## src/rtl/load_store_unit_pkg.sv

```systemverilog
// Shared definitions for the load/store unit: FSM states, funct3 size/sign
// codes and the natural-alignment check used when an access is accepted.
package load_store_unit_pkg;

  // Access size, taken from funct3[1:0]
  localparam logic [1:0] SZ_B = 2'd0;
  localparam logic [1:0] SZ_H = 2'd1;
  localparam logic [1:0] SZ_W = 2'd2;
  localparam logic [1:0] SZ_D = 2'd3;

  // funct3 codes that need distinct load extension
  localparam logic [2:0] F3_B   = 3'b000;
  localparam logic [2:0] F3_H   = 3'b001;
  localparam logic [2:0] F3_W   = 3'b010;
  localparam logic [2:0] F3_BU  = 3'b100;
  localparam logic [2:0] F3_HU  = 3'b101;
  localparam logic [2:0] F3_WU  = 3'b110;
  localparam logic [2:0] F3_ILL = 3'b111;

  typedef enum logic [1:0] {
    ST_IDLE = 2'd0,
    ST_REQ  = 2'd1,
    ST_WAIT = 2'd2,
    ST_RESP = 2'd3
  } lsu_state_e;

  // An access must sit on a multiple of its own size inside the doubleword.
  function automatic logic misaligned(input logic [1:0] size, input logic [2:0] off);
    logic r;
    case (size)
      SZ_H:    r = off[0];
      SZ_W:    r = |off[1:0];
      SZ_D:    r = |off;
      default: r = 1'b0;
    endcase
    return r;
  endfunction

endpackage

```

## src/rtl/load_store_unit_align.sv

```systemverilog
// Combinational lane steering for the load/store unit.
// Store side: size + byte offset -> byte enables and lane-shifted write data.
// Load side : funct3 + byte offset + read doubleword -> extracted, extended value.
//  st_size    in   2   access size (funct3[1:0])
//  st_offset  in   3   byte offset within the doubleword
//  st_data    in   64  unshifted store data (rs2)
//  st_be      out  8   byte enables
//  st_wdata   out  64  store data moved to its byte lanes, unused lanes zero
//  ld_funct3  in   3   load size/sign code
//  ld_offset  in   3   byte offset of the load
//  ld_rdata   in   64  doubleword returned by memory
//  ld_data    out  64  sign- or zero-extended load result
module load_store_unit_align
  import load_store_unit_pkg::*;
(
  input  logic [1:0]  st_size,
  input  logic [2:0]  st_offset,
  input  logic [63:0] st_data,
  output logic [7:0]  st_be,
  output logic [63:0] st_wdata,
  input  logic [2:0]  ld_funct3,
  input  logic [2:0]  ld_offset,
  input  logic [63:0] ld_rdata,
  output logic [63:0] ld_data
);

  logic [63:0] st_mask;
  logic [63:0] ld_lane;

  always_comb begin
    st_mask = 64'h0000_0000_0000_00FF;
    st_be   = 8'h01 << st_offset;
    case (st_size)
      SZ_H: begin
        st_mask = 64'h0000_0000_0000_FFFF;
        st_be   = 8'h03 << st_offset;
      end
      SZ_W: begin
        st_mask = 64'h0000_0000_FFFF_FFFF;
        st_be   = 8'h0F << st_offset;
      end
      SZ_D: begin
        st_mask = 64'hFFFF_FFFF_FFFF_FFFF;
        st_be   = 8'hFF;
      end
      default: ;
    endcase
    st_wdata = (st_data & st_mask) << {st_offset, 3'b000};
  end

  always_comb begin
    // Bring the addressed byte down to lane 0, then extend from the access width.
    ld_lane = ld_rdata >> {ld_offset, 3'b000};
    case (ld_funct3)
      F3_B:    ld_data = {{56{ld_lane[7]}},  ld_lane[7:0]};
      F3_H:    ld_data = {{48{ld_lane[15]}}, ld_lane[15:0]};
      F3_W:    ld_data = {{32{ld_lane[31]}}, ld_lane[31:0]};
      F3_BU:   ld_data = {56'd0, ld_lane[7:0]};
      F3_HU:   ld_data = {48'd0, ld_lane[15:0]};
      F3_WU:   ld_data = {32'd0, ld_lane[31:0]};
      default: ld_data = ld_lane;  // doubleword
    endcase
  end

endmodule

```

## src/rtl/load_store_unit.sv

```systemverilog
// RV64 load/store unit between EX and WB. Accepts one memory op from EX,
// checks it for legality/alignment, runs it over a req/gnt/rvalid data-memory
// port while stalling the front of the pipeline, and hands the extended load
// result to writeback as a one-cycle pulse.
//  clk, rst_n                  clock, asynchronous active-low reset
//  ex_valid, mem_read,
//  mem_write, funct3, rd_in,
//  addr, store_data            operation presented by EX
//  stall                       hold PC/IF/ID/EX
//  wb_valid, wb_rd, wb_data    load completion to the register file
//  lsu_err                     pulse for a rejected (illegal/misaligned) op
//  dmem_*                      data-memory request/response port
module load_store_unit
  import load_store_unit_pkg::*;
#(
  parameter int XLEN   = 64,
  parameter int ADDR_W = 32
) (
  input  logic              clk,
  input  logic              rst_n,
  input  logic              ex_valid,
  input  logic [2:0]        mem_read,
  input  logic [2:0]        mem_write,
  input  logic [2:0]        funct3,
  input  logic [4:0]        rd_in,
  input  logic [XLEN-1:0]   addr,
  input  logic [XLEN-1:0]   store_data,
  output logic              stall,
  output logic              wb_valid,
  output logic [4:0]        wb_rd,
  output logic [XLEN-1:0]   wb_data,
  output logic              lsu_err,
  output logic              dmem_req,
  output logic              dmem_we,
  output logic [ADDR_W-1:0] dmem_addr,
  output logic [7:0]        dmem_be,
  output logic [63:0]       dmem_wdata,
  input  logic              dmem_gnt,
  input  logic              dmem_rvalid,
  input  logic [63:0]       dmem_rdata
);

  lsu_state_e        state_q, state_d;
  logic              is_load_q, is_load_d;
  logic [2:0]        funct3_q, funct3_d;
  logic [2:0]        offset_q, offset_d;
  logic [4:0]        rd_q, rd_d;
  logic              wb_valid_q, wb_valid_d;
  logic [4:0]        wb_rd_q, wb_rd_d;
  logic [XLEN-1:0]   wb_data_q, wb_data_d;
  logic              lsu_err_q, lsu_err_d;
  logic              dmem_req_q, dmem_req_d;
  logic              dmem_we_q, dmem_we_d;
  logic [ADDR_W-1:0] dmem_addr_q, dmem_addr_d;
  logic [7:0]        dmem_be_q, dmem_be_d;
  logic [63:0]       dmem_wdata_q, dmem_wdata_d;

  logic        is_rd, is_wr, access, bad_op, ok_op;
  logic [7:0]  new_be;
  logic [63:0] new_wdata;
  logic [63:0] ld_data;
  logic        unused_addr_bits;

  // Only the low ADDR_W address bits reach the memory port.
  assign unused_addr_bits = ^addr[XLEN-1:ADDR_W];

  assign is_rd  = |mem_read;
  assign is_wr  = |mem_write;
  assign access = ex_valid & (is_rd | is_wr);
  assign bad_op = (is_rd & is_wr)
                | (is_rd & (funct3 == F3_ILL))
                | (is_wr & funct3[2])
                | misaligned(funct3[1:0], addr[2:0]);
  assign ok_op  = access & ~bad_op;

  // Combinational so EX is frozen in the very cycle the op is accepted;
  // RESP releases the pipeline so the next instruction moves up.
  assign stall = ((state_q == ST_IDLE) & ok_op)
               | (state_q == ST_REQ)
               | (state_q == ST_WAIT);

  // Store lanes come from the incoming op; load lanes from the latched op.
  load_store_unit_align u_align (
    .st_size   (funct3[1:0]),
    .st_offset (addr[2:0]),
    .st_data   (store_data[63:0]),
    .st_be     (new_be),
    .st_wdata  (new_wdata),
    .ld_funct3 (funct3_q),
    .ld_offset (offset_q),
    .ld_rdata  (dmem_rdata),
    .ld_data   (ld_data)
  );

  always_comb begin
    state_d      = state_q;
    is_load_d    = is_load_q;
    funct3_d     = funct3_q;
    offset_d     = offset_q;
    rd_d         = rd_q;
    wb_valid_d   = 1'b0;
    wb_rd_d      = wb_rd_q;
    wb_data_d    = wb_data_q;
    lsu_err_d    = 1'b0;
    dmem_req_d   = dmem_req_q;
    dmem_we_d    = dmem_we_q;
    dmem_addr_d  = dmem_addr_q;
    dmem_be_d    = dmem_be_q;
    dmem_wdata_d = dmem_wdata_q;

    case (state_q)
      ST_IDLE: begin
        if (access) begin
          if (bad_op) begin
            lsu_err_d = 1'b1;
          end else begin
            state_d      = ST_REQ;
            is_load_d    = is_rd;
            funct3_d     = funct3;
            offset_d     = addr[2:0];
            rd_d         = rd_in;
            dmem_req_d   = 1'b1;
            dmem_we_d    = is_wr;
            dmem_addr_d  = {addr[ADDR_W-1:3], 3'b000};
            dmem_be_d    = new_be;
            dmem_wdata_d = new_wdata;
          end
        end
      end
      ST_REQ: begin
        // Request fields stay frozen until memory accepts them.
        if (dmem_gnt) begin
          dmem_req_d = 1'b0;
          dmem_we_d  = 1'b0;
          state_d    = is_load_q ? ST_WAIT : ST_RESP;
        end
      end
      ST_WAIT: begin
        if (dmem_rvalid) begin
          wb_data_d  = ld_data;
          wb_rd_d    = rd_q;
          wb_valid_d = 1'b1;
          state_d    = ST_RESP;
        end
      end
      default: begin  // ST_RESP: wb_valid is high for exactly this cycle
        state_d = ST_IDLE;
      end
    endcase
  end

  always_ff @(posedge clk or negedge rst_n) begin
    if (!rst_n) begin
      state_q      <= ST_IDLE;
      is_load_q    <= 1'b0;
      funct3_q     <= 3'd0;
      offset_q     <= 3'd0;
      rd_q         <= 5'd0;
      wb_valid_q   <= 1'b0;
      wb_rd_q      <= 5'd0;
      wb_data_q    <= '0;
      lsu_err_q    <= 1'b0;
      dmem_req_q   <= 1'b0;
      dmem_we_q    <= 1'b0;
      dmem_addr_q  <= '0;
      dmem_be_q    <= 8'd0;
      dmem_wdata_q <= 64'd0;
    end else begin
      state_q      <= state_d;
      is_load_q    <= is_load_d;
      funct3_q     <= funct3_d;
      offset_q     <= offset_d;
      rd_q         <= rd_d;
      wb_valid_q   <= wb_valid_d;
      wb_rd_q      <= wb_rd_d;
      wb_data_q    <= wb_data_d;
      lsu_err_q    <= lsu_err_d;
      dmem_req_q   <= dmem_req_d;
      dmem_we_q    <= dmem_we_d;
      dmem_addr_q  <= dmem_addr_d;
      dmem_be_q    <= dmem_be_d;
      dmem_wdata_q <= dmem_wdata_d;
    end
  end

  assign wb_valid   = wb_valid_q;
  assign wb_rd      = wb_rd_q;
  assign wb_data    = wb_data_q;
  assign lsu_err    = lsu_err_q;
  assign dmem_req   = dmem_req_q;
  assign dmem_we    = dmem_we_q;
  assign dmem_addr  = dmem_addr_q;
  assign dmem_be    = dmem_be_q;
  assign dmem_wdata = dmem_wdata_q;

endmodule

```

## config.mk

```make
export PLATFORM = sky130hd
export DESIGN_NAME = load_store_unit
export DESIGN_NICKNAME = d
export VERILOG_FILES = /design/src/rtl/load_store_unit_pkg.sv /design/src/rtl/load_store_unit_align.sv /design/src/rtl/load_store_unit.sv
export SDC_FILE = /design/constraint.sdc
export NUM_CORES = 1
export LEC_CHECK = 0
export CAP_MARGIN = 20
export CORE_ASPECT_RATIO = 0.8
export CORE_MARGIN = 3
export CORE_UTILIZATION = 43
export CTS_CLUSTER_DIAMETER = 60
export DETAILED_ROUTE_END_ITERATION = 6
export GPL_TIMING_DRIVEN = 0
export PLACE_DENSITY = 0.77
export SYNTH_ARGS = -nofsm -noshare
export SYNTH_HDL_FRONTEND = slang
export SYNTH_SLANG_ARGS = --single-unit
```

## constraint.sdc

```tcl
create_clock -name clk -period 3.6 [get_ports clk]
set_clock_uncertainty 0.2 [all_clocks]
set_input_delay 0.72 -clock clk [delete_from_list [all_inputs] [get_ports clk]]
set_output_delay 0.72 -clock clk [all_outputs]
set_load 0.005 [all_outputs]
```

==> impl_metrics.yaml <==
status:
  outcome: "finished, violations left"
  violations: "DRC"
logic_synthesis:
  synthFlopType: "dfrtp_1"
  synthAdderAreaFrac_pct: 0.923
  synth_area_sq_um: 10800
  ys_types: 64
  postSynth.asyncResetShare_pct: 100
  postSynthCellCount: 1203
  yosys.area_share.simple_pct: 18.5
  synth_top_family_by_area: "compound AO/OA/AOI/OAI gates"
  synthMuxAreaShare_pct: 13.0
  ys_seq_area_share_pct: 43.4
  yosys_warnings: 0
  synth-seq-cells: 188
  synth_edf_count: 0
  synth_compound_area_share_pct: 19.1
  synth-xor-area-share_pct: 0.0807
  avgSynthCellArea_sq_um: 9.02
placement:
  dp_hpwl_mm: 36.5
  pre_cts_ws_ns: -1.50
  port_buffers: 350
  globalplace.congestion: 1.03
sta:
  finalHoldViolCount: 0
  rsz0062_at_grt: "false"
  fin_crit_sh_pct: 95.7
  fin_crit_ns: 3.44
  timing.final.ws_setup_ns: 0.155
  tightest_slew_ns: 1.00
  maxSlewHeadroom_pct: 33.1
  setup_viol: 0
  tns_ns: 0
  slew_viol_final: 0
  fmax_mhz: 290
pwr:
  max-vdd-ir-drop_v: 0.000427
  power-per-cell-area_nw_per_um2: 715
  total_leakage_power_nw: 6.54
floorplanning:
  design.die.area_sq_um: 27200
  rows: 51
  fp.coreArea_sq_um: 24600
  die_w_um: 184
  io-pin-count: 389
  die_h_um: 148
  initial_utilization_pct: 44.2
worst_setup_path:
  required_ns: 2.68
  timing.critical_path.mode_cell: "buf_6"
  critPathMaxStageDelay_ns: 0.44
  cp_slowest_cell: "clkdlybuf4s50_1"
  crit_path_max_fanout: 10
  path_class: "primary input to output pin"
  arrival_ns: 2.52
  cp-end-kind: "output pin"
  critPathLaunchType: "primary input"
  path_cells: "clkdlybuf4s50_1 -> nor3_4 -> buf_6 -> xnor2_2 -> nor4_4 -> buf_6 -> clkbuf_16 -> or3_1 -> clkbuf_2"
grt:
  antenna_found_initial: 4
  grt_max_degree: 111
  grt_use_total_pct: 34.2
  grt_pass1_wl_mm: 69.8
  grt_pass1_vias: 11086
  met3_usage_pct: 11.0
  busiest_layer: "met1"
  grt_use_met2_pct: 47.5
  grt-ovfl-total: 0
  met1_usage_pct: 50.2
finish:
  final_cell_mix: "clkdlybuf4s50_1, nand2_1, dfrtp_1, mux2i_1, nor2_1"
  multiInputGateArea_sq_um: 5700
  num-fill-cells: 2106
  final_common_cell: "clkdlybuf4s50_1"
  final_util_pct: 63.8
  regArea_sq_um: 4700
  nNetsFinal: 1815
  syn_to_final_growth_pct: 44.6
  drive_above_1_share_pct: 10.8
clock_tree:
  hold_buffers: 0
  htree_levels: 4
  cts_root_buf: "clkbuf_16"
  cts_tree: "yes"
  clk_latency_ns: 0.45
  path_clk_slew_ns: 0.07
  cts_buffer_depth: 2
  cts_buffers: 17
  clock_sinks: 188
route:
  drtIter0Drc: 1377
  firstDrtPassIters: 7
  drc: 4
  ant_nets: 0
  totalWireLength_mm: 47.5
  viasPerCell: 5.89
  wire_per_inst_um: 24.6
  vias: 11372
worst_hold_path:
  min_path_type: "primary input to async pin"
job:
  max_cap_violations: 0
[cell type report]
cell class / count / share of cell area [%]
diodes: 3 / 0.0479
plain buffers: 106 / 3.18
clock buffers: 18 / 2.80
clock inverters: 14 / 1.13
inverters: 15 / 0.359
multi-input cells: 896 / 36.3
flip-flops and latches: 188 / 30.0
well taps: 318 / 2.54
repair buffers: 372 / 23.6
[cells in the mapped netlist, drive strengths merged (4+ instances only)]
library cell	number	area, sq um
nand2	279	1050
dfrtp	188	4700
mux2i	80	801
nor2	72	273
o21ai	63	315
clkbuf	60	226
a21oi	51	293
buf	46	251
a31oi	37	294
mux2	32	360
nand3	29	145
o21a	26	195
nor2b	23	144
nor3	20	116
o22ai	19	119
a211oi	14	105
inv	13	48.8
nand2b	13	81.3
o221ai	13	114
o31ai	12	90.1
mux4	11	248
o211ai	9	67.6
a222oi	8	80.1
a22oi	8	60.1
ha	8	100
o21bai	8	60.1
and3b	6	52.6
nor3b	5	37.5
o2bb2ai	5	43.8
a221oi	4	35.0
a32oi	4	35.0
nor4	4	31.3
[final timing paths]
| kind | start | to | slack (ns) | cells after the start |
|---|---|---|---|---|
| hold reg to reg | dmem_wdata[30]$_DFFE_PN0P_ | dmem_wdata[30]$_DFFE_PN0P_ | 0.27 | 2 |
| max in group asynchronous | rst_n | wb_data[16]$_DFFE_PN0P_ | 2.17 | 2 |
| min in group clk | dmem_wdata[30]$_DFFE_PN0P_ | dmem_wdata[30]$_DFFE_PN0P_ | 0.27 | 2 |
| setup / recovery | mem_write[1] | stall | 0.16 | 9 |
| setup reg to reg | offset_q[1]$_DFFE_PN0P_ | wb_data[58]$_DFFE_PN0P_ | 0.43 | 8 |
| hold / removal | rst_n | dmem_addr[24]$_DFFE_PN0P_ | 0.15 | 1 |
[power breakdown]
group	internal, W	total [W]	leakage, nW	switching, W
Clock	0.00102	0.00197	0.293	0.000957
Sequential	0.00297	0.00350	2.36	0.000526
Combinational	0.00283	0.00575	3.88	0.00292
Total	0.00682	0.0112	6.54	0.00440
[kinds of logic after synthesis]
group           after synthesis
mux                         123
other cells                   1
flops                       188
xor+xnor                      1
buf+inv                     121
fa+ha+maj                     8
compound gates              298
simple gates                463
[per-layer routing]
metal  wire, um  share of wire [%]
met1      20800                 44
met2      19700                 42
met3       5460                 11
met4       1510                3.2
met5         13              0.027
[critical path: cells and delay by family]
kind | cells | cell delay, ns
xor gates and xnor gates | 1 | 0.14
and+or+nand+nor | 3 | 0.62
buffers and inverters | 5 | 1.03
[state kept, by name (all words and copies together), names as in the netlist]
| name | cells |
|---|---|
| wb_rd | 5 |
| offset_q | 3 |
| state_q | 2 |
| dmem_wdata | 64 |
| dmem_be | 8 |
| funct3_q | 3 |
| wb_valid | 1 |
| is_load_q | 1 |
| dmem_we | 1 |
| lsu_err | 1 |
| wb_data | 64 |
| dmem_req | 1 |
| dmem_addr | 29 |
| rd_q | 5 |
[what timing repair did]
item,CTS,global route
cloned,0,0
pin swaps,6,3
gates resized for setup,23,9
hold endpoints to repair,0,0
setup buffers,17,3
endpoints found under the setup margin,30,1
[stage by stage]
stage	std cells	cell area, sq um	power [W]	hold WS, ns
after global placement	1873	14800	0.00904	0.248
after CTS	1924	15600	0.0111	0.174
after floorplan	1205	10900	0.00608	0.224
final	1930	15700	0.0112	0.147
after global routing	1930	15700	0.0118	0.207
after detailed placement	1875	14800	0.00911	0.254
(Power assumes the default switching activity.)
